**src/rtl/game_timer_sequencer_if.sv**
```systemverilog
// rtl/game_timer_sequencer_if.sv - controller-side signal bundle for the game countdown timer
interface game_timer_sequencer_if;
    logic       timer_reconfig;
    logic       timer_enable;
    logic [3:0] tens_out;
    logic [3:0] ones_out;
    logic       tick;
    logic       time_out;
    logic       warn;

    modport master (
        output timer_reconfig, timer_enable,
        input  tens_out, ones_out, tick, time_out, warn
    );

    modport slave (
        input  timer_reconfig, timer_enable,
        output tens_out, ones_out, tick, time_out, warn
    );
endinterface

```
**src/rtl/game_timer_sequencer.sv**
```systemverilog
// rtl/game_timer_sequencer.sv - two-digit BCD countdown with prescaler, sticky time_out
// Optional low-time indicator enabled by defining TIMER_WARN_EN.
module game_timer_sequencer #(
    parameter int TICKS_PER_SEC = 50000000,
    parameter int PRESET_TENS   = 9,
    parameter int PRESET_ONES   = 9
) (
    input  logic                 clk,
    input  logic                 rst,
    game_timer_sequencer_if.slave tif
);
    localparam int PW = $clog2(TICKS_PER_SEC);
    localparam logic [PW-1:0] PRESC_LAST = PW'(TICKS_PER_SEC - 1);
    localparam logic [3:0] P_TENS = (PRESET_TENS > 9) ? 4'd9 : 4'(PRESET_TENS);
    localparam logic [3:0] P_ONES = (PRESET_ONES > 9) ? 4'd9 : 4'(PRESET_ONES);
    localparam logic PRESET_ZERO = (P_TENS == 4'd0) && (P_ONES == 4'd0);

    typedef enum logic [1:0] {
        IDLE    = 2'd0,
        LOADED  = 2'd1,
        RUNNING = 2'd2,
        EXPIRED = 2'd3
    } state_t;

    state_t        state_q, state_d;
    logic [3:0]    tens_q, tens_d;
    logic [3:0]    ones_q, ones_d;
    logic [PW-1:0] presc_q, presc_d;
    logic          tick_q, tick_d;
    logic          time_out_q, time_out_d;
    logic [3:0]    dec_tens, dec_ones;

    // BCD decrement; only used from RUNNING, where the count is never 00
    always_comb begin
        dec_tens = tens_q;
        dec_ones = ones_q - 4'd1;
        if (ones_q == 4'd0) begin
            dec_ones = 4'd9;
            dec_tens = tens_q - 4'd1;
        end
    end

    always_comb begin
        state_d    = state_q;
        tens_d     = tens_q;
        ones_d     = ones_q;
        presc_d    = presc_q;
        tick_d     = 1'b0;
        time_out_d = time_out_q;
        if (tif.timer_reconfig) begin
            tens_d     = P_TENS;
            ones_d     = P_ONES;
            presc_d    = '0;
            time_out_d = PRESET_ZERO;
            state_d    = PRESET_ZERO ? EXPIRED : LOADED;
        end else begin
            case (state_q)
                IDLE: ;
                LOADED: begin
                    if (tif.timer_enable) state_d = RUNNING;
                end
                RUNNING: begin
                    // Pausing wins over a coincident terminal count; prescaler keeps its partial second
                    if (!tif.timer_enable) begin
                        state_d = LOADED;
                    end else if (presc_q == PRESC_LAST) begin
                        presc_d = '0;
                        tick_d  = 1'b1;
                        tens_d  = dec_tens;
                        ones_d  = dec_ones;
                        if (dec_tens == 4'd0 && dec_ones == 4'd0) begin
                            time_out_d = 1'b1;
                            state_d    = EXPIRED;
                        end
                    end else begin
                        presc_d = presc_q + PW'(1);
                    end
                end
                EXPIRED: ;
                default: state_d = IDLE;
            endcase
        end
    end

    always_ff @(posedge clk or negedge rst) begin
        if (!rst) begin
            state_q    <= IDLE;
            tens_q     <= 4'd0;
            ones_q     <= 4'd0;
            presc_q    <= '0;
            tick_q     <= 1'b0;
            time_out_q <= 1'b0;
        end else begin
            state_q    <= state_d;
            tens_q     <= tens_d;
            ones_q     <= ones_d;
            presc_q    <= presc_d;
            tick_q     <= tick_d;
            time_out_q <= time_out_d;
        end
    end

`ifdef TIMER_WARN_EN
    logic warn_q, warn_d;

    always_comb begin
        warn_d = 1'b0;
        if (!tif.timer_reconfig && (state_d == RUNNING || state_d == LOADED))
            warn_d = (tens_d == 4'd0) || (tens_d == 4'd1 && ones_d == 4'd0);
    end

    always_ff @(posedge clk or negedge rst) begin
        if (!rst) warn_q <= 1'b0;
        else      warn_q <= warn_d;
    end

    assign tif.warn = warn_q;
`else
    assign tif.warn = 1'b0;
`endif

    assign tif.tens_out = tens_q;
    assign tif.ones_out = ones_q;
    assign tif.tick     = tick_q;
    assign tif.time_out = time_out_q;
endmodule

```
**src/flat_wrapper.sv**
```systemverilog
// flat-port wrapper written by rule: the top's interface ports become plain ports
module game_timer_sequencer_flat 
#(
    parameter int TICKS_PER_SEC = 50000000,
    parameter int PRESET_TENS   = 9,
    parameter int PRESET_ONES   = 9
)
  (clk, rst, tif_timer_reconfig, tif_timer_enable, tif_tens_out, tif_ones_out, tif_tick, tif_time_out, tif_warn);
  game_timer_sequencer_if tif_i ();
  input  logic clk;
  input  logic rst;
  input wire logic [$bits(tif_i.timer_reconfig)-1:0] tif_timer_reconfig;
  input wire logic [$bits(tif_i.timer_enable)-1:0] tif_timer_enable;
  output wire logic [$bits(tif_i.tens_out)-1:0] tif_tens_out;
  output wire logic [$bits(tif_i.ones_out)-1:0] tif_ones_out;
  output wire logic [$bits(tif_i.tick)-1:0] tif_tick;
  output wire logic [$bits(tif_i.time_out)-1:0] tif_time_out;
  output wire logic [$bits(tif_i.warn)-1:0] tif_warn;
  assign tif_i.timer_reconfig = tif_timer_reconfig;
  assign tif_i.timer_enable = tif_timer_enable;
  assign tif_tens_out = tif_i.tens_out;
  assign tif_ones_out = tif_i.ones_out;
  assign tif_tick = tif_i.tick;
  assign tif_time_out = tif_i.time_out;
  assign tif_warn = tif_i.warn;
  game_timer_sequencer #(.TICKS_PER_SEC(TICKS_PER_SEC), .PRESET_TENS(PRESET_TENS), .PRESET_ONES(PRESET_ONES)) u_core (.clk(clk), .rst(rst), .tif(tif_i));
endmodule
```
**config.mk**
```make
export PLATFORM = sky130hd
export DESIGN_NAME = game_timer_sequencer_flat
export DESIGN_NICKNAME = d
export VERILOG_FILES = /design/src/rtl/game_timer_sequencer_if.sv /design/src/rtl/game_timer_sequencer.sv /design/src/flat_wrapper.sv
export SDC_FILE = /design/constraint.sdc
export NUM_CORES = 1
export LEC_CHECK = 0
export BUFFER_PORTS_ARGS = -buffer_cell sky130_fd_sc_hd__buf_2
export CORE_MARGIN = 1
export CORE_UTILIZATION = 30
export CTS_CLUSTER_DIAMETER = 40
export DETAILED_ROUTE_END_ITERATION = 8
export GPL_TIMING_DRIVEN = 0
export PLACE_DENSITY = 0.53
export SETUP_SLACK_MARGIN = 0.4
export SYNTH_ARGS = -nofsm -noshare
export SYNTH_HDL_FRONTEND = slang
export SYNTH_SLANG_ARGS = --single-unit
```
**constraint.sdc**
```tcl
create_clock -name clk -period 2.7 [get_ports clk]
set_clock_uncertainty 0.2 [all_clocks]
set_input_delay 0.135 -clock clk [delete_from_list [all_inputs] [get_ports clk]]
set_output_delay 0.135 -clock clk [all_outputs]
set_load 0.02 [all_outputs]
```
==> results of run 1 <==
[placed cells by master (no fill, tap or decap), drive strengths merged, types with 7 or more instances in the layout]
cell type | Yosys | routed
o31ai | 11 | 11
nand4 | 14 | 14
inv | 10 | 10
or4 | 9 | 9
a21oi | 19 | 19
nand2 | 16 | 16
nor2 | 14 | 14
nor4 | 7 | 7
buf | 5 | 25
clkbuf | 10 | 17
dfrtp | 38 | 38
o21ai | 15 | 15
[Yosys cell counts, types with 2 or more instances]
cell,number,area [sq um]
a211o_1,3,26.3
a21o_1,3,22.5
a21oi_1,19,95.1
and2_1,2,12.5
and4_1,5,43.8
buf_2,3,15.0
clkbuf_1,10,37.5
dfrtp_1,38,951
ha_1,4,50.1
inv_1,10,37.5
mux2i_1,5,50.1
nand2_1,16,60.1
nand2b_1,2,12.5
nand3_1,6,30.0
nand3b_1,2,15.0
nand4_1,14,87.6
nor2_1,14,52.6
nor2b_1,4,25.0
nor3_1,5,25.0
nor4_1,6,37.5
o2111ai_1,4,35.0
o211ai_1,4,30.0
o21a_1,3,22.5
o21ai_0,14,70.1
o31a_1,2,17.5
o31ai_1,11,82.6
o41ai_1,3,26.3
or3_1,6,37.5
or4_1,9,67.6
xor2_1,6,52.6
[power by group through the flow]
stage	logic [uW]	registers, uW	clock network (uW)
after CTS	59.3	576	431
after floorplan	25.5	586	0
final	60.0	576	412
after global routing	67.3	576	457
after global placement	48.4	587	0
after detailed placement	48.6	587	0
[cells by family after synthesis]
group,count (synthesis)
compound gates,70
xor+xnor,7
fa+ha+maj,4
buf+inv,25
flops,38
mux,6
other cells,1
simple gates,102
[repair_timing]
action / CTS / global route
setup endpoints to repair: 35 / 35
pin swaps: 13 / 6
gates cloned: 1 / 0
hold buffers: 2 / 0
gates resized for setup: 33 / 25
endpoints found under the hold margin: 40 / 0
setup buffers: 5 / 2
[final timing paths]
path,slack [ns],cells after the start,to,from
min in group asynchronous,0.30,2,u_core.tif.time_out,rst
worst max register to register,0.17,5,u_core.tif.tens_out[1],u_core.presc_q[11]
max in group asynchronous,1.39,2,u_core.presc_q[9],rst
worst min-delay path,0.07,5,u_core.state_q[0],tif_timer_enable
worst min register to register,0.30,2,u_core.tif.time_out,u_core.tif.time_out
worst max-delay path,0.17,5,u_core.tif.tens_out[1],u_core.presc_q[11]
[metrics by stage]
stage	utilization, %	hold WS (ns)	cells
global placement	34.0	0.119	364
global route	39.4	0.102	382
detailed placement	34.0	0.127	364
floorplan	-	-0.361	253
finish	39.4	0.0714	382
CTS	38.0	0.0678	380
[registers in the layout, summed over array words and instances, names as in the netlist]
name                 cells
u_core.state_q           2
u_core.presc_q          26
u_core.tif.time_out      1
u_core.tif.tick          1
u_core.tif.tens_out      4
u_core.tif.ones_out      4
[routing by layer]
metal  share of wire [%]  routed length [um]  vias up
li1                    -                   -     1029
met1                  48                2950     1052
met3                 2.1                 129        6
met2                  48                2960       24
met5                   0                   0        -
met4                 1.0                  62        0
[cell type report]
type                            instances  share of cell area [%]
Inverter                               10                    1.30
Clock buffer                            7                    2.99
Sequential cell                        38                    33.0
Clock inverter                          1                   0.173
Multi-Input combinational cell        190                    49.5
Tap cell                               99                    4.29
Timing Repair Buffer                   22                    5.68
Buffer                                 15                    3.04
[worst max-delay path, stage by stage, from the launching register on]
cell	delay [ns]
dfrtp_1	0.40
or4b_4	0.54
or4_4	0.53
buf_6	0.15
or4_4	0.51
a21oi_2	0.13
==> reports/qor.txt, run 1 <==
Status: complete, no violations
Drt drc: 0
Vias per inst: 5.53
Post-DRT Antenna Nets: 0
Largest net degree at the start of global routing: 39
Synth async-reset ratio: 100%
GRT met3 Usage: 2.77%
IO buf count: 12
Core ar.: 7330 sq um
Final setup TNS: 0 ns
Ys Warns: 0
Synth Area in XOR/XNOR: 2.67%
Area grow syn2layout: 25.7%
Post-layout nets: 290
Min Tclk post-route: 2.53 ns
Type of destination of the critical path: flop
Post-Synthesis Cells: 253
GR peak layer: met2
Yosys cell types: 50
Layout cells sized above 1: 25.4%
Fmax: 0.396 GHz
Synthesized area per cell: 9.07 sq um
Clock Path Buffers: 2
Post-synthesis mux area share: 2.67%
WP data arrival: 2.56 ns
Worst-Margin Slew: 0.902 ns
Period utilisation layout: 93.6%
Area of the die: 8010 sq um
Maximum ir drop on the vdd rail: 0.179 mV
Root Buffer: clkbuf_8
Design Power: 1050 uW
HP Class: primary input to flop
Initial antenna violation count: 0
Max-slew violations: 0
Vias post-DR: 2111
Clk network pwr share: 39.3%
Final setup viols: 0
Drt pass-1 iters: 4
DR WL/cell: 16.0 um
Inserted Clock Buffers: 5
# IOs: 15
DRT iter0 DRCs: 82
WS Path Type: flop to flop
Die Y: 89.5 um
Routing usage on met1: 23.1%
Clock sinks: 38
Post-synth EDFFs: 0
H-tree levels: 2
#FFs+latches synth: 38
Unrepaired setup endpoints after global routing: true
Multi-input logic area: 1430 sq um
PwrDens: 363 nW/um^2
Leak: 0.00110 uW
Final WL: 6100 um
Adder-cell share of the synthesized area: 2.18%
Max Cap Viol: 0
Cell Rows: 31
Register Area: 952 sq um
Sw Share: 23.9%
Req. time, crit path: 2.73 ns
Synth Flop Type: dfrtp_1
Overflow after GRT: 0
Routability cong.: 0.794
Final instance area: 2890 sq um
Relative slew margins: 39.9%
Syn Nets: 261
Detail Placement HPWL: 3950 um
Power Internal: 797 uW
Cell area after synthesis: 2300 sq um
Met2 Use GR: 27.8%
Gr usage total: 17.0%
Global-route wire length before repair: 10300 um
Clk_lat worst skew: 0.30 ns
PnR worst setup slack: 0.172 ns
Setup WS pre-CTS: -0.138 ns
Cell Area, Placed: 2490 sq um
CP startpoint kind: flop
Final-report hold violation count: 0
Largest family of logic cells by synthesized area: simple AND/OR/NAND/NOR gates
Clk slew on worst S/H paths: 0.09 ns
Initial Utilization: 31.3%
Vias in the first global route: 2035
NetSw: 251 uW
Sequential power share: 55.0%
TritonCTS clock tree: done
Comb pwr share: 5.7%
Compound-Gate Fraction of Synth Area: 20.1%
Crit path max fanout: 4
Filler cells: 731
Seq/Total Area, Yosys: 41.4%
Antenna fix cells: 0
Post-Synth Simple-Gate Area: 26.4%
Horiz. Die Dim: 89.5 um
Power figures use the tool's default switching activity.
==> run 2, diff against run 1 <==
- CORE_MARGIN: 1 -> 10
- clock period: 2.7 -> 3.2 ns (I/O delays scaled with it)
==> reports/qor.txt, run 2 (synthesized netlist as in run 1, its figures left out) <==
Status: complete, no violations (unchanged)
GRT met3 Usage: 2.69% (was 2.77%)
Fmax: 0.372 GHz (was 0.396 GHz)
Core ar.: 7330 sq um (unchanged)
Final-report hold violation count: 0 (unchanged)
DR WL/cell: 15.9 um (was 16.0 um)
# IOs: 15 (unchanged)
Buf/Inv on CP: 2 (was 1)
PwrDens: 337 nW/um^2 (was 363 nW/um^2)
Multi-input logic area: 1260 sq um (was 1430 sq um)
Clk_lat worst skew: 0.30 ns (about the same)
CP startpoint kind: flop (unchanged)
Filler cells: 760 (was 731)
Max Cap Viol: 0 (unchanged)
Maximum ir drop on the vdd rail: 0.126 mV (was 0.179 mV)
WS Path Type: flop to flop (unchanged)
Clock sinks: 38 (unchanged)
Final setup TNS: 0 ns (unchanged)
Final WL: 5940 um (was 6100 um)
Slowest cell on the critical path: or4b_1 (was or4b_4)
Antenna fix cells: 0 (unchanged)
DRT iter0 DRCs: 90 (was 82)
Relative slew margins: 40.4% (was 39.9%)
GR peak layer: met2 (unchanged)
Most frequent cells in the layout: dfrtp_1, a21oi_1, nand2_1 (was dfrtp_1, nand2_1, nand4_1, a21oi_2, buf_2)
Overflow after GRT: 0 (unchanged)
Period utilisation layout: 83.9% (was 93.6%)
H-tree levels: 2 (unchanged)
Min Tclk post-route: 2.68 ns (was 2.53 ns)
Delay-heaviest family, CP: simple AND/OR/NAND/NOR gates (unchanged)
WP data arrival: 2.66 ns (was 2.56 ns)
Crit path max fanout: 10 (was 4)
Clock Path Buffers: 2 (unchanged)
Vias post-DR: 2069 (was 2111)
Initial antenna violation count: 0 (unchanged)
Biggest register: u_core.presc_q (unchanged)
Setup WS pre-CTS: 0.364 ns (was -0.138 ns)
Largest net degree at the start of global routing: 39 (unchanged)
Die Y: 107 um (was 89.5 um)
Max-slew violations: 0 (unchanged)
Root Buffer: clkbuf_8 (unchanged)
Cell Rows: 31 (unchanged)
Global-route wire length before repair: 10200 um (was 10300 um)
Leak: 0.000989 uW (was 0.00110 uW)
Max incr delay on CP: 0.54 ns (about the same)
Inserted Clock Buffers: 5 (unchanged)
Reg2Reg Setup Slack: 0.52 ns (was 0.17 ns)
Clk slew on worst S/H paths: 0.08 ns (was 0.09 ns)
Req. time, crit path: 3.18 ns (was 2.73 ns)
PnR worst setup slack: 0.515 ns (was 0.172 ns)
Vias in the first global route: 2038 (was 2035)
Drt drc: 0 (unchanged)
Critical-path cell list: or4b_1, or4_1, buf_2, o21ai_4, buf_2, nor2_1 (was or4b_4, or4_4, buf_6, or4_4, a21oi_2)
Initial Utilization: 31.3% (unchanged)
Max reg flops: 26 (unchanged)
Post-DRT Antenna Nets: 0 (unchanged)
Area grow syn2layout: 13.6% (was 25.7%)
Register Area: 951 sq um (was 952 sq um)
TritonCTS clock tree: done (unchanged)
Final setup viols: 0 (unchanged)
Gr usage total: 10.7% (was 17.0%)
Unrepaired setup endpoints after global routing: false (was true)
Type of destination of the critical path: flop (unchanged)
Drt pass-1 iters: 4 (unchanged)
Post-layout nets: 282 (was 290)
Most common cell after layout, fill and taps aside: dfrtp_1 (unchanged)
Cell mode on critical path: buf_2 (was or4_4)
Vias per inst: 5.53 (about the same)
Routing usage on met1: 14.0% (was 23.1%)
Routability cong.: 0.803 (was 0.794)
Met2 Use GR: 16.7% (was 27.8%)
HP Class: primary input to flop (unchanged)
Area of the die: 11600 sq um (was 8010 sq um)
IO buf count: 12 (unchanged)
Horiz. Die Dim: 107 um (was 89.5 um)
Postcts setup bufs: 0 (was 5)
Layout cells sized above 1: 10.2% (was 25.4%)
Detail Placement HPWL: 4130 um (was 3950 um)
Worst-Margin Slew: 0.894 ns (was 0.902 ns)
run 2: cell types whose count changed in the layout (fill, tap and decap cells not counted), moves of 3 or more:
cell | previous run | this run
buf_6 | 4 | 0
a21oi_1 | 5 | 19
clkbuf_1 | 7 | 10
buf_2 | 12 | 15
nor2_1 | 9 | 14
nor2_2 | 4 | 0
o21ai_0 | 10 | 14
buf_4 | 6 | 1
o31ai_1 | 8 | 11
clkbuf_2 | 4 | 1
a21oi_2 | 14 | 0
run 2: stage by stage:
stage / power (uW) / util (%) / instance area [sq um] / hold WS (ns) / instances
floorplan: 516 / - / 2300 / -0.336 / 253
global placement: 536 / 33.8 / 2480 / 0.141 / 364
detailed placement: 536 / 33.8 / 2480 / 0.143 / 364
CTS: 891 / 35.6 / 2610 / 0.234 / 374
global route: 914 / 35.6 / 2610 / 0.285 / 374
finish: 880 / 35.6 / 2610 / 0.220 / 374
run 2: cell type report:
cell class / count / share of cell area (%)
clock buffers: 7 / 3.31
well taps: 99 / 4.75
inverters: 10 / 1.44
flip-flops and latches: 38 / 36.5
clock inverters: 1 / 0.192
plain buffers: 15 / 2.49
multi-input cells: 190 / 48.3
repair buffers: 14 / 3.07
run 2: final timing paths:
path / start / cells after the start / to
min in group asynchronous: rst / 2 / u_core.state_q[1]
setup reg to reg: u_core.presc_q[10] / 6 / u_core.presc_q[5]
setup / recovery: u_core.presc_q[10] / 6 / u_core.presc_q[5]
max in group asynchronous: rst / 2 / u_core.presc_q[22]
hold reg to reg: u_core.tif.time_out / 2 / u_core.tif.time_out
hold / removal: tif_timer_reconfig / 3 / u_core.tif.tens_out[2]
run 2: worst min-delay path: stages:
cell	delay (ns)
clkbuf_1	0.22
nor2b_1	0.16
mux2_2	0.15
run 2: report_power, final:
group | total (uW) | switching [uW] | internal, uW | leakage (uW)
registers | 486 | 3.26 | 482 | 0.000505
clock network | 352 | 178 | 174 | 0.0000482
logic | 42.1 | 30.4 | 11.7 | 0.000436
run 2: what timing repair did:
item | in CTS | in global routing
gates resized for setup | 2 | 2
endpoints found under the hold margin | 39 | 0
endpoints found under the setup margin | 8 | 10
hold buffers | 2 | 0
run 2: layer usage:
layer	up-vias	part of all wire, %
met5	-	0
met4	0	0.91
met3	5	4.3
met2	39	46
met1	1018	49
li1	1007	-
==> run 3, diff against run 2 <==
- PLACE_DENSITY: 0.53 -> 0.55
- clock period: 3.2 -> 2.3 ns (I/O delays scaled with it)
==> reports/qor.txt, run 3 (synthesized netlist as in run 1, its figures left out) <==
Maximum ir drop on the vdd rail: 0.159 mV (was 0.126 mV)
Vias post-DR: 2316 (was 2069)
Req. time, crit path: 2.28 ns (was 3.18 ns)
CP startpoint kind: flop (unchanged)
Die Y: 107 um (unchanged)
DR WL/cell: 16.7 um (was 15.9 um)
WP data arrival: 2.43 ns (was 2.66 ns)
Initial Utilization: 31.3% (unchanged)
Biggest register: u_core.presc_q (unchanged)
# IOs: 15 (unchanged)
Final WL: 7070 um (was 5940 um)
Clock Path Buffers: 2 (unchanged)
DRT iter0 DRCs: 106 (was 90)
Routability cong.: 0.812 (was 0.803)
Cell Area, Placed: 2500 sq um (was 2480 sq um)
PnR worst setup slack: -0.149 ns (was 0.515 ns)
Final-report hold violation count: 0 (unchanged)
Layout cells sized above 1: 41.8% (was 10.2%)
Largest net degree at the start of global routing: 39 (unchanged)
Antenna fix cells: 0 (unchanged)
Clk_lat worst skew: 0.31 ns (was 0.30 ns)
Area grow syn2layout: 45.9% (was 13.6%)
Global-route wire length before repair: 11400 um (was 10200 um)
Leak: 0.00132 uW (was 0.000989 uW)
Inserted Clock Buffers: 5 (unchanged)
Type of destination of the critical path: flop (unchanged)
H-tree levels: 2 (unchanged)
Post-DRT Antenna Nets: 0 (unchanged)
Filler cells: 707 (was 760)
Vias per inst: 5.49 (was 5.53)
Detail Placement HPWL: 4020 um (was 4130 um)
Min Tclk post-route: 2.45 ns (was 2.68 ns)
Most common cell after layout, fill and taps aside: buf_4 (was dfrtp_1)
HP Class: primary input to flop (unchanged)
Vias in the first global route: 2274 (was 2038)
Max-slew violations: 0 (unchanged)
Overflow after GRT: 0 (unchanged)
Clk slew on worst S/H paths: 0.09 ns (was 0.08 ns)
Failing checks: setup timing
Drt pass-1 iters: 4 (unchanged)
Core ar.: 7330 sq um (unchanged)
Relative slew margins: 38.6% (was 40.4%)
Status: finished with violations (was complete, no violations)
Most frequent cells in the layout: buf_4, dfrtp_1, nand2_1 (was dfrtp_1, a21oi_1, nand2_1)
Initial antenna violation count: 0 (unchanged)
Area of the die: 11600 sq um (unchanged)
PwrDens: 369 nW/um^2 (was 337 nW/um^2)
WS Path Type: flop to flop (unchanged)
Final hold slack: 0.0526 ns (was 0.220 ns)
Gr usage total: 12.1% (was 10.7%)
IO buf count: 12 (unchanged)
Root Buffer: clkbuf_8 (unchanged)
Max reg flops: 26 (unchanged)
Worst-Margin Slew: 0.921 ns (was 0.894 ns)
Horiz. Die Dim: 107 um (unchanged)
Final setup viols: 23 (was 0)
Max Cap Viol: 0 (unchanged)
TritonCTS clock tree: done (unchanged)
Crit path max fanout: 8 (was 10)
Clock sinks: 38 (unchanged)
Unrepaired setup endpoints after global routing: true (was false)
Fmax: 0.408 GHz (was 0.372 GHz)
Final instance area: 3350 sq um (was 2610 sq um)
Post-layout nets: 330 (was 282)
Period utilisation layout: 106% (was 83.9%)
Cell Rows: 31 (unchanged)
Drt drc: 0 (unchanged)
-- run 3: where the power goes --
group | switching, uW | internal, uW
sequential | 2.74 | 671
clock | 263 | 211
combinational | 55.2 | 34.2
-- run 3: area by class of cell --
class                           instances  area (sq um)  share of cell area, %
Tap cell                               99           124                   3.70
Clock inverter                          2          10.0                  0.299
Multi-Input combinational cell        190          1500                   44.7
Timing Repair Buffer                   62           512                   15.3
Buffer                                 15           140                   4.18
Inverter                               10          37.5                   1.12
Sequential cell                        38           957                   28.6
Clock buffer                            6          72.6                   2.17
-- run 3: metal layers --
metal / track usage (%) / up-vias / share of wire (%)
li1: - / 1109 / -
met1: 14.7 / 1164 / 45
met2: 21.0 / 32 / 51
met3: 2.40 / 11 / 2.7
met4: 3.15 / 0 / 1.3
met5: 0 / - / 0
-- run 3: what timing repair did --
item	CTS	global route
buffers inserted	27	19
cloned	1	1
hold endpoints to repair	40	0
pin swaps	25	20
setup endpoints to repair	36	36
hold buffers	2	0
resized for setup	71	37
-- run 3: final timing paths --
path	endpoint	slack, ns	start	depth (start not counted)
min in group asynchronous	u_core.tif.ones_out[0]	0.28	rst	2
max reg2reg	u_core.presc_q[20]	-0.15	u_core.presc_q[9]	7
min reg2reg	u_core.tif.time_out	0.30	u_core.tif.time_out	2
min	u_core.state_q[0]	0.05	tif_timer_enable	5
max in group asynchronous	u_core.presc_q[9]	0.98	rst	2
max	u_core.presc_q[20]	-0.15	u_core.presc_q[9]	7
-- run 3: per-stage QoR --
stage,cells,total power [uW],util [%],TNS [ns],setup WS [ns]
after floorplan,253,718,-,-1.17,-0.0960
after global placement,364,746,34.1,-8.84,-0.521
after detailed placement,364,746,34.1,-8.38,-0.505
after CTS,402,1240,41.8,-3.28,-0.184
after global routing,422,1290,45.7,-3.98,-0.190
final,422,1240,45.7,-2.77,-0.149
-- run 3: critical path, cell delays in order, from the launching register on --
cell	delay [ns]
dfrtp_2	0.42
or4b_4	0.54
or4_4	0.43
buf_6	0.15
buf_12	0.12
o21ai_4	0.24
buf_8	0.19
a21oi_2	0.04
